==> config.mk <==
export PLATFORM = sky130hd
export DESIGN_NAME = radix_4_operand_loader
export DESIGN_NICKNAME = d
export VERILOG_FILES = /design/src/rtl/radix_4_operand_loader_pkg.sv /design/src/rtl/radix_4_group_fifo.sv /design/src/rtl/radix_4_operand_loader.sv
export SDC_FILE = /design/constraint.sdc
export NUM_CORES = 1
export LEC_CHECK = 0
export CAP_MARGIN = 10
export CORE_MARGIN = 10
export CORE_UTILIZATION = 54
export DETAILED_ROUTE_END_ITERATION = 8
export GPL_TIMING_DRIVEN = 0
export HOLD_SLACK_MARGIN = 0.06
export PLACE_DENSITY = 0.8
export SYNTH_ARGS = -nofsm -noshare
export SYNTH_HDL_FRONTEND = slang
export SYNTH_HIERARCHICAL = 1
export SYNTH_SLANG_ARGS = --single-unit
==> constraint.sdc <==
create_clock -name clk -period 12.71 [get_ports clk]
set_input_delay 2.542 -clock clk [delete_from_list [all_inputs] [get_ports clk]]
set_output_delay 2.542 -clock clk [all_outputs]
set_load 0.03 [all_outputs]
==> src/rtl/radix_4_operand_loader_pkg.sv <==
// rtl/radix_4_operand_loader_pkg.sv - shared widths, stage size and mode encoding for the radix-4 loader
package radix_4_operand_loader_pkg;

  // Coefficient/twiddle width matches radix_2_parameter.vh
  localparam int RADIX_WIDTH    = 32;
  localparam int RADIX_N_GROUPS = 64;
  localparam int RADIX_GIDX_W   = 6;

  localparam logic MODE_NTT  = 1'b0;
  localparam logic MODE_INTT = 1'b1;

  localparam int FIFO_DEPTH = 2;

endpackage

==> src/rtl/radix_4_group_fifo.sv <==
// rtl/radix_4_group_fifo.sv - two-entry register FIFO holding assembled butterfly groups
module radix_4_group_fifo
  import radix_4_operand_loader_pkg::*;
#(
  parameter int ENTRY_W = 8
) (
  input  logic               clk,
  input  logic               rst_n,
  input  logic               clear,
  input  logic               push,
  input  logic [ENTRY_W-1:0] push_data,
  input  logic               pop,
  output logic [ENTRY_W-1:0] head_data,
  output logic               full,
  output logic               empty
);

  logic [ENTRY_W-1:0] mem [FIFO_DEPTH];
  logic               wr_ptr;
  logic               rd_ptr;
  logic [1:0]         count;
  logic               do_push;
  logic               do_pop;

  assign full      = (count == 2'd2);
  assign empty     = (count == 2'd0);
  assign do_push   = push && !full;
  assign do_pop    = pop && !empty;
  assign head_data = mem[rd_ptr];

  // Storage is zeroed only by reset; clear just drops occupancy and pointers.
  always_ff @(posedge clk) begin
    if (!rst_n) begin
      mem[0] <= '0;
      mem[1] <= '0;
      wr_ptr <= 1'b0;
      rd_ptr <= 1'b0;
      count  <= 2'd0;
    end else if (clear) begin
      wr_ptr <= 1'b0;
      rd_ptr <= 1'b0;
      count  <= 2'd0;
    end else begin
      if (do_push) begin
        mem[wr_ptr] <= push_data;
        wr_ptr      <= ~wr_ptr;
      end
      if (do_pop) begin
        rd_ptr <= ~rd_ptr;
      end
      case ({do_push, do_pop})
        2'b10:   count <= count + 2'd1;
        2'b01:   count <= count - 2'd1;
        default: count <= count;
      endcase
    end
  end

endmodule

==> src/rtl/radix_4_operand_loader.sv <==
// rtl/radix_4_operand_loader.sv - assembles serial coefficients into radix-4 butterfly operand groups
module radix_4_operand_loader
  import radix_4_operand_loader_pkg::*;
#(
  parameter int width    = RADIX_WIDTH,
  parameter int N_GROUPS = RADIX_N_GROUPS,
  parameter int GIDX_W   = RADIX_GIDX_W
) (
  input  logic              clk,
  input  logic              rst_n,
  input  logic              clear,
  input  logic [width-1:0]  in_data,
  input  logic              in_valid,
  output logic              in_ready,
  input  logic [width-1:0]  in_twiddle_1,
  input  logic [width-1:0]  in_twiddle_2,
  input  logic [width-1:0]  in_twiddle_3,
  input  logic              in_select,
  output logic [width-1:0]  output_1,
  output logic [width-1:0]  output_2,
  output logic [width-1:0]  output_3,
  output logic [width-1:0]  output_4,
  output logic [width-1:0]  output_twiddle_1,
  output logic [width-1:0]  output_twiddle_2,
  output logic [width-1:0]  output_twiddle_3,
  output logic              output_select,
  output logic              out_valid,
  input  logic              out_ready,
  output logic [GIDX_W-1:0] group_index,
  output logic              last_group,
  output logic              stage_done
);

  typedef struct packed {
    logic [width-1:0]  lane_0;
    logic [width-1:0]  lane_1;
    logic [width-1:0]  lane_2;
    logic [width-1:0]  lane_3;
    logic [width-1:0]  twiddle_1;
    logic [width-1:0]  twiddle_2;
    logic [width-1:0]  twiddle_3;
    logic              select;
    logic [GIDX_W-1:0] gidx;
    logic              last;
  } group_t;

  logic [1:0]        lane_cnt;
  logic [width-1:0]  lane_0;
  logic [width-1:0]  lane_1;
  logic [width-1:0]  lane_2;
  logic [GIDX_W-1:0] wr_gidx;
  logic              wr_last;
  logic              accept;
  logic              push;
  logic              pop;
  logic              fifo_full;
  logic              fifo_empty;
  group_t            push_group;
  group_t            head_group;

  // in_ready depends only on state so the butterfly's out_ready never loops back.
  assign in_ready  = !((lane_cnt == 2'd3) && fifo_full);
  assign accept    = in_valid && in_ready;
  assign push      = accept && (lane_cnt == 2'd3);
  assign out_valid = !fifo_empty;
  assign pop       = out_valid && out_ready;
  assign wr_last   = (wr_gidx == GIDX_W'(N_GROUPS - 1));

  always_comb begin
    push_group           = '0;
    push_group.lane_0    = lane_0;
    push_group.lane_1    = lane_1;
    push_group.lane_2    = lane_2;
    push_group.lane_3    = in_data;
    push_group.twiddle_1 = in_twiddle_1;
    push_group.twiddle_2 = in_twiddle_2;
    push_group.twiddle_3 = in_twiddle_3;
    push_group.select    = in_select;
    push_group.gidx      = wr_gidx;
    push_group.last      = wr_last;
  end

  always_ff @(posedge clk) begin
    if (!rst_n) begin
      lane_cnt   <= 2'd0;
      lane_0     <= '0;
      lane_1     <= '0;
      lane_2     <= '0;
      wr_gidx    <= '0;
      stage_done <= 1'b0;
    end else if (clear) begin
      lane_cnt   <= 2'd0;
      wr_gidx    <= '0;
      stage_done <= 1'b0;
    end else begin
      if (accept) begin
        lane_cnt <= lane_cnt + 2'd1;
        case (lane_cnt)
          2'd0:    lane_0 <= in_data;
          2'd1:    lane_1 <= in_data;
          2'd2:    lane_2 <= in_data;
          default: lane_0 <= lane_0;
        endcase
      end
      if (push) begin
        wr_gidx <= wr_last ? '0 : wr_gidx + GIDX_W'(1);
      end
      stage_done <= pop && head_group.last;
    end
  end

  radix_4_group_fifo #(
    .ENTRY_W($bits(group_t))
  ) u_fifo (
    .clk       (clk),
    .rst_n     (rst_n),
    .clear     (clear),
    .push      (push),
    .push_data (push_group),
    .pop       (pop),
    .head_data (head_group),
    .full      (fifo_full),
    .empty     (fifo_empty)
  );

  assign output_1         = head_group.lane_0;
  assign output_2         = head_group.lane_1;
  assign output_3         = head_group.lane_2;
  assign output_4         = head_group.lane_3;
  assign output_twiddle_1 = head_group.twiddle_1;
  assign output_twiddle_2 = head_group.twiddle_2;
  assign output_twiddle_3 = head_group.twiddle_3;
  assign output_select    = head_group.select;
  assign group_index      = head_group.gidx;
  assign last_group       = head_group.last;

endmodule

==> run_results.csv, run 1 <==
group,metric,value,unit
status,status,"finished clean",
final_layout,layout_common_cells,"and2_1, edfxtp_1, clkdlybuf4s50_1",
place,port_buffers,368,
cts,cts.clk_slew.worst_paths,0.06,ns
synth,synth_area_leaders,"edfxtp_1, and2_1, mux2_2, dfxtp_1, mux2i_1",
routing,vias,14600,
power_and_ir_drop,peakVddDrop,0.0897,mV
routing,finalWirelength,61300,microns
floorplanning,rows,77,
cts,cts.sinks,574,
routing,drt_iter0_drc,1096,
synth,synth.area.mux_share,14.8,%
min_path,hp-class,"reg -> reg",
synth,synth-xor-area-share,0.181,%
cts,htreeDepth,2,
synth,yosysSeqAreaShare,66.8,%
routing,ant_nets,0,
routing,routedWlPerCell,22.3,microns
cts,post-cts-setup-buffer-count,0,
synth,synth_enable_flop_cells,464,
final_layout,layout-drive-gt1-share,18.7,%
synth,synth_top_family_by_area,"simple AND/OR/NAND/NOR gates",
global_routing,overflow,0,
flow_run,max_cap_viol_count,0,
place,place_hpwl,42900,microns
cts,cts.hold.buffers_added,0,
global_routing,grt_pass1_vias,15300,
synth,netlist-cell-type-count,34,
sta,tns,0,ns
final_layout,synthToLayoutAreaGrowth,27.1,%
power_and_ir_drop,p_per_area,132,mW/mm^2
cts,cts_resized,0,
sta,period_share,48.0,%
cts,clockBufferDepth,3,
synth,async_reset_ff_share,0,%
place,gp_congestion,0.799,
critical_path,crit_required,10.17,ns
sta,worst_pin_slew,1.01,ns
final_layout,final_util,69.4,%
synth,syn_inst,1670,
cts,clock_latency,0.62,ns
floorplanning,ios,369,
global_routing,grt_antenna_before_repair,3,
final_layout,stdcell_area,0.0307,sq mm
cts,tritoncts,"yes",
sta,rsz0062_at_grt,"no",
place,dpl_cell_area,0.0288,sq mm
sta,maxSlewHeadroom,32.8,%
critical_path,cp-start-kind,"flip-flop",
final_layout,nets,2245,
routing,viasPerCell,5.30,
critical_path,crit_arrival,3.56,ns
sta,fmax,164,MHz
routing,route.detailed.drc,0,
synth,yosysTopAreaCell,"edfxtp_1",
global_routing,grt_first_pass_wirelength,92000,microns
synth,postSynthRegisterBits,574,
global_routing,grt_max_degree,63,
synth,syn-num-nets,1810,
power_and_ir_drop,leakagePower,12.0,nW
cts,cts_buffers,57,
synth,synthSimpleGateAreaFrac,15.1,%
cts,cts_root_buf,"clkbuf_16",
routing,drt_pre_antenna_iters,5,
sta,final-hold-violation-count,0,
sta,slew_violations,0,
synth,avgSynthCellArea,14.5,sq um
synth,synth_compound_area_share,0.435,%
floorplanning,initial_core_util,54.6,%
floorplanning,core-area,0.0442,sq mm
synth,synth_fa_ha_area_share,0.311,%
critical_path,critPathCaptureType,"output port",
sta,finClkSkew,0.0184,ns
sta,setup_violations,0,
critical_path,crit_path_max_fanout,10,
synth,synth_area,0.0242,sq mm
critical_path,critPathKind,"reg -> out",
synth,yosysWarnings,6,
floorplanning,die-area,0.0536,sq mm
synth,yosysTopAreaCellShare,57.7,%
floorplanning,dieHeight,232,microns
synth,ys.flop_type,"edfxtp_1",
global_routing,track_usage,22.5,%
sta,period_needed,6.10,ns
floorplanning,dieWidth,232,microns
synthesized netlist by cell type (all sizes together) (3+ instances only):
library cell and number:
mux2i 97, nand3 3, and2 464, mux2 232
or3 4, ha 6, nand2 135, nor2 8
nand3b 4, buf 35, a21oi 6, inv 6
xnor2 3, edfxtp 464, nand2b 5, nor2b 3
dfxtp 110, o21ai 4, clkbuf 68
where the power goes:
group | switching [mW] | internal (mW)
Clock | 0.706 | 0.971
Combinational | 0.153 | 0.117
Sequential | 0.0173 | 2.08
Total | 0.877 | 3.17
area by class of cell:
cell class,count,area [sq um]
clock buffer,86,1670
multi-input combinational,987,7460
clock inverter,21,215
timing repair buffer,376,3900
inverter,6,22.5
fill,2938,13500
tap,592,741
sequential,574,16100
buffer,103,554
antenna,2,5.00
stage by stage:
| stage | setup WS, ns | cells | hold WS (ns) | power [mW] |
|---|---|---|---|---|
| detailed placement | 6.62 | 2638 | 0.457 | 2.41 |
| finish | 6.61 | 2747 | 0.463 | 4.05 |
| global placement | -1.48 | 2630 | 0.448 | 2.43 |
| global route | 6.49 | 2747 | 0.490 | 4.16 |
| floorplan | 3.10 | 1670 | 0.442 | 2.28 |
| CTS | 6.53 | 2745 | 0.467 | 4.08 |
critical path: stages (launching register included):
cell and delay [ns]:
dfxtp_1 0.31, clkbuf_1 0.31, clkbuf_1 0.80, buf_2 0.48, mux2_2 0.38, clkdlybuf4s50_1 0.67
worst paths after layout:
| path | slack, ns | start | end | cells past startpoint |
|---|---|---|---|---|
| worst max-delay path | 6.61 | flip-flop | output_4[27] | 5 |
| worst min-delay path | 0.46 | lane_1[27] | lane_1[27] | 2 |
| worst max register to register | 9.05 | lane_cnt[0] | u_fifo/mem[0][56] | 9 |
| worst min register to register | 0.46 | lane_1[27] | lane_1[27] | 2 |
sequential cells by signal, summed over array words and instances (netlist names), named ones only:
signal         count
lane_0            32
lane_2            32
u_fifo/wr_ptr      1
u_fifo/rd_ptr      1
lane_cnt           2
u_fifo/mem       464
lane_1            32
wr_gidx            6
stage_done         1
u_fifo/count       2
routing by layer:
metal,share of wire [%],wire (microns),global-route usage (%),vias to the layer above
li1,-,-,-,6731
met3,7.4,4540,5.09,101
met4,2.5,1540,6.70,4
met1,40,24500,28.3,7259
met2,50,30600,37.9,464
met5,0.16,97,1.10,-
kinds of logic after synthesis:
family | after synthesis
flops | 574
fa+ha+maj | 6
buf+inv | 109
xor+xnor | 5
compound gates | 16
simple gates | 631
mux | 329
Note: power is estimated with default switching activity, not from simulation.
==> run 2: changes to the inputs <==
==> constraint.sdc (replaced) <==
create_clock -name clk -period 6 [get_ports clk]
set_input_delay 1.2 -clock clk [delete_from_list [all_inputs] [get_ports clk]]
set_output_delay 1.2 -clock clk [all_outputs]
set_load 0.03 [all_outputs]
==> run 2 against run 1 <==
Compared with the run above: setup slack worse by 5.4 ns; register-to-register slack worse by 6.6 ns; cell count about the same; final area about the same; utilization about the same; critical path type unchanged.
==> run_results.csv, run 2 (same netlist as run 1, synthesis figures left out) <==
group,metric,value,unit
cts,cts.hold.buffers_added,0,
critical_path,r2r-start,"lane_cnt[0]",
cts,cts_root_buf,"clkbuf_16",
sta,setup_violations,0,
sta,maxSlewHeadroom,38.0,%
place,dp_slack,1.24,ns
routing,ant_nets,0,
power_and_ir_drop,power,8.55,mW
critical_path,rr_worst_depth,9,
final_layout,top_register,"u_fifo/mem",
final_layout,largest_reg_flops,464,
power_and_ir_drop,seqPwrFrac,52.0,%
min_path,hp-class,"reg -> reg",
final_layout,diodes,0,
critical_path,crit_buf_inv,4,
routing,route.detailed.drc,0,
critical_path,max_stage_delay,0.75,ns
final_layout,layout-drive-gt1-share,18.5,%
critical_path,crit_required,4.80,ns
sta,fmax,210,MHz
power_and_ir_drop,p_per_area,279,mW/mm^2
power_and_ir_drop,peakVddDrop,0.249,mV
routing,vias,14400,
global_routing,track_usage,22.3,%
global_routing,grt_pass1_vias,15200,
flow_run,max_cap_viol_count,0,
cts,cts_buffers,57,
sta,period_share,79.2,%
floorplanning,dieWidth,232,microns
power_and_ir_drop,leakagePower,12.0,nW
cts,clock_latency,0.61,ns
critical_path,crit_arrival,3.55,ns
sta,slew_violations,0,
routing,drt_iter0_drc,1100,
sta,finClkSkew,0.0193,ns
sta,final-hold-violation-count,0,
power_and_ir_drop,p_clk_share,41.4,%
global_routing,grt_max_degree,61,
critical_path,crit_path_max_fanout,10,
min_path,hold_end,"lane_2[23]",
cts,clockBufferDepth,3,
min_path,min_from,"lane_2[23]",
floorplanning,dieHeight,232,microns
final_layout,fill_cells,3021,
routing,viasPerCell,5.25,
cts,tritoncts,"yes",
routing,finalWirelength,61000,microns
floorplanning,rows,77,
place,dp_cells,2638,
cts,post-cts-setup-buffer-count,0,
power_and_ir_drop,switching_share,21.3,%
critical_path,r2r-end,"u_fifo/mem[0][80]",
status,status,"finished clean",
global_routing,grt_first_pass_wirelength,91300,microns
critical_path,critPathCaptureType,"output port",
critical_path,critPathKind,"reg -> out",
routing,drt_pre_antenna_iters,5,
floorplanning,ios,369,
sta,timing.final.ws_setup,1.25,ns
routing,routedWlPerCell,22.2,microns
final_layout,finalNonFillerCells,2746,
power_and_ir_drop,power.switching,1.83,mW
place,place_hpwl,42700,microns
floorplanning,initial_core_util,54.6,%
sta,whs,0.466,ns
final_layout,layout_common_cells,"and2_1, edfxtp_1, clkdlybuf4s50_1",
cts,cts.clk_slew.worst_paths,0.06,ns
power_and_ir_drop,p_comb_share,6.7,%
sta,rsz0062_at_grt,"no",
min_path,whs_path_depth,2,
critical_path,critical-path-slowest-cell,"clkbuf_1",
final_layout,nets,2245,
sta,period_needed,4.75,ns
floorplanning,core-area,0.0442,sq mm
critical_path,r2r_slack,2.44,ns
critical_path,cp-start-kind,"flip-flop",
global_routing,grt_antenna_before_repair,2,
cts,cts_resized,0,
place,port_buffers,368,
critical_path,cp_common_cell,"clkbuf_1",
sta,tns,0,ns
power_and_ir_drop,intPower,6.73,mW
sta,worst_pin_slew,0.929,ns
global_routing,overflow,0,
critical_path,cp_cell_sequence,"clkbuf_1 -> clkbuf_1 -> buf_2 -> mux2_2 -> clkdlybuf4s50_1",
cts,htreeDepth,2,
floorplanning,die-area,0.0536,sq mm
critical_path,cp_top_family,"buffers and inverters",
place,gp_congestion,0.778,
final_layout,synthToLayoutAreaGrowth,27.0,%
cts,cts.sinks,574,
[run 2: cell count changes in the layout (fill, tap and decap cells not counted), moves of 2 or more]
| cell | change |
|---|---|
| clkbuf_8 | -3 |
| clkinv_1 | +3 |
| bufinv_16 | +2 |
| clkinv_2 | +2 |
| clkinvlp_4 | -2 |
| diode_2 | -2 |
| inv_6 | +2 |
[run 2: worst min-delay path, cell delays in order (launching register included)]
cell,delay [ns]
dfxtp_1,0.31
nand2_1,0.05
mux2i_1,0.05
[run 2: worst max path at each step]
stage / start / end / slack [ns] / cells past startpoint
2_1_floorplan: in_valid / u_fifo/mem[0][0] / 0.46 / 6
3_3_place_gp: in_valid / u_fifo/mem[0][55] / -2.34 / 7
3_5_place_dp: rst_n / u_fifo/mem[0][69] / 1.24 / 7
4_1_cts: flip-flop / output_4[27] / 1.17 / 5
5_1_grt: flip-flop / output_4[27] / 1.06 / 5
6_report: flip-flop / output_4[27] / 1.25 / 5
[run 2: final cells by class]
type / instances / area, sq um / area share, %
sequential: 574 / 16100 / 52.6
clock buffer: 83 / 1610 / 5.24
buffer: 103 / 554 / 1.81
tap: 592 / 741 / 2.41
timing repair buffer: 376 / 3900 / 12.7
clock inverter: 25 / 256 / 0.836
multi-input combinational: 987 / 7460 / 24.3
inverter: 6 / 22.5 / 0.0734
[run 2: metal layers]
layer  GRT usage (%)  up-vias  routed length (microns)
li1                -     6725                        -
met1            26.8     7167                    23800
met2            39.0      437                    31000
met3            5.83       74                     4750
met4            5.84        6                     1270
met5            1.19        -                      115
[run 2: stage by stage]
step / utilization (%) / cell area (sq um)
after global routing: 69.4 / 30700
after floorplan: - / 24200
after CTS: 69.4 / 30700
final: 69.4 / 30700
after detailed placement: 65.2 / 28800
after global placement: 64.7 / 28600
[run 2: power groups by stage]
| stage | clock [mW] | sequential [mW] | combinational, mW |
|---|---|---|---|
| final | 3.54 | 4.45 | 0.571 |
| after global routing | 3.75 | 4.46 | 0.600 |
| after CTS | 3.59 | 4.45 | 0.578 |
| after detailed placement | 0 | 4.53 | 0.574 |
| after global placement | 0 | 4.55 | 0.550 |
| after floorplan | 0 | 4.54 | 0.271 |
==> run 3: changes to the inputs <==
--- a/config.mk
+++ b/config.mk
@@ -7,11 +7,11 @@
 export LEC_CHECK = 0
 export CAP_MARGIN = 10
 export CORE_MARGIN = 10
-export CORE_UTILIZATION = 54
+export CORE_UTILIZATION = 49
 export DETAILED_ROUTE_END_ITERATION = 8
 export GPL_TIMING_DRIVEN = 0
 export HOLD_SLACK_MARGIN = 0.06
-export PLACE_DENSITY = 0.8
+export PLACE_DENSITY = 0.76
 export SYNTH_ARGS = -nofsm -noshare
 export SYNTH_HDL_FRONTEND = slang
 export SYNTH_HIERARCHICAL = 1
==> constraint.sdc (replaced) <==
create_clock -name clk -period 3.9 [get_ports clk]
set_input_delay 0.78 -clock clk [delete_from_list [all_inputs] [get_ports clk]]
set_output_delay 0.78 -clock clk [all_outputs]
set_load 0.03 [all_outputs]
==> run 3 against run 2 <==
Compared with the run above: clock power up 58%; critical endpoint unchanged; non-clock buffer count stayed put; flip-flop and latch count stayed put.
==> run_results.csv, run 3 (same netlist as run 1, synthesis figures left out) <==
group,metric,value,unit
status,status,"finished clean",
final_layout,synthToLayoutAreaGrowth,27.8,%
place,port_buffers,368,
floorplanning,dieWidth,242,microns
cts,clockBufferDepth,3,
final_layout,final_util,63.2,%
critical_path,critical-path-slowest-cell,"clkdlybuf4s50_1",
power_and_ir_drop,peakVddDrop,0.270,mV
global_routing,grt_antenna_before_repair,4,
global_routing,grt_pass1_vias,15300,
global_routing,overflow,0,
cts,tritoncts,"yes",
sta,period_share,95.2,%
floorplanning,dieHeight,242,microns
routing,viasPerCell,5.15,
routing,drt_iter0_drc,936,
critical_path,cp-start-kind,"flip-flop",
critical_path,critPathCaptureType,"output port",
sta,slew_violations,0,
cts,htreeDepth,2,
sta,final-hold-violation-count,0,
final_layout,largest_reg_flops,464,
sta,worst_pin_slew,0.731,ns
critical_path,critPathKind,"reg -> out",
sta,period_needed,3.71,ns
critical_path,crit_path_max_fanout,10,
cts,cts.clk_slew.worst_paths,0.06,ns
global_routing,grt_max_degree,61,
cts,cts.hold.buffers_added,0,
sta,rsz0062_at_grt,"no",
routing,routedWlPerCell,22.0,microns
sta,fmax,269,MHz
place,gp_congestion,0.808,
power_and_ir_drop,leakagePower,12.1,nW
critical_path,cp_cell_sequence,"clkbuf_4 -> buf_2 -> mux2_2 -> clkdlybuf4s50_1",
cts,cts_root_buf,"clkbuf_16",
power_and_ir_drop,p_per_area,431,mW/mm^2
routing,ant_nets,0,
min_path,hp-class,"reg -> reg",
critical_path,max_stage_delay,0.67,ns
floorplanning,core-area,0.0488,sq mm
floorplanning,rows,81,
global_routing,grt_first_pass_wirelength,92500,microns
routing,drt_pre_antenna_iters,5,
routing,finalWirelength,62100,microns
place,place_hpwl,43200,microns
flow_run,max_cap_viol_count,0,
sta,maxSlewHeadroom,50.9,%
final_layout,top_register,"u_fifo/mem",
power_and_ir_drop,power,13.3,mW
final_layout,layout-drive-gt1-share,19.1,%
critical_path,crit_arrival,2.93,ns
cts,clock_latency,0.60,ns
routing,route.detailed.drc,0,
sta,finClkSkew,0.0131,ns
floorplanning,die-area,0.0586,sq mm
floorplanning,initial_core_util,49.5,%
global_routing,track_usage,20.5,%
cts,cts_buffers,58,
routing,vias,14500,
cts,cts.sinks,574,
floorplanning,ios,369,
sta,setup_violations,0,
final_layout,nets,2247,
final_layout,layout_common_cells,"and2_1, edfxtp_1, clkdlybuf4s50_1",
critical_path,crit_required,3.12,ns
-- run 3: worst paths after layout --
kind	slack (ns)	startpoint	cells past startpoint	endpoint
worst max-delay path	0.19	flip-flop	4	output_4[27]
worst min-delay path	0.46	lane_1[23]	2	lane_1[23]
worst max register to register	0.32	lane_cnt[0]	9	u_fifo/mem[1][103]
worst min register to register	0.46	lane_1[23]	2	lane_1[23]
-- run 3: timing repair --
action / 4_1_cts / 5_1_grt
setup endpoints to repair: 233 / 53
buffers inserted: 1 / 0
pin swaps: 1 / 0
cloned: 0 / 1
gates resized for setup: 3 / 1
-- run 3: power by group --
part	internal [mW]	total (mW)	leakage [nW]	switching [mW]
combinational	0.381	0.879	5.44	0.498
sequential	6.78	6.84	5.67	0.0554
clock	3.29	5.58	0.954	2.29
total	10.5	13.3	12.1	2.84
-- run 3: routing by layer --
metal	GRT usage [%]	up-vias	wire, microns
li1	-	6741	-
met1	26.1	7243	26200
met2	34.9	441	30600
met3	4.14	84	3800
met4	6.01	2	1450
met5	0	-	17
-- run 3: worst max-delay path, delay by kind of cell (launching register included) --
kind / cells / cell delay, ns
muxes: 1 / 0.38
buffers and inverters: 3 / 1.40
DFF: 1 / 0.54
-- run 3: layout make-up --
class | count | area (sq um)
plain buffers | 102 | 556
well taps | 664 | 831
multi-input cells | 988 | 7470
clock inverters | 22 | 194
clock buffers | 84 | 1740
diodes | 2 | 5.00
fillers | 3671 | 18000
inverters | 6 | 22.5
repair buffers | 377 | 3910
flip-flops and latches | 574 | 16100
-- run 3: through the flow --
stage	worst slack [ns]	instances	cell area, sq um	hold WS (ns)	setup TNS (ns)
after floorplan	0.142	1670	24200	0.442	0
after global placement	-2.12	2702	28700	0.448	-960.26
after detailed placement	-0.926	2710	28900	0.457	-140.32
after CTS	0.0102	2816	30900	0.467	0
after global routing	0.0565	2818	30900	0.486	0
final	0.188	2819	30900	0.465	0
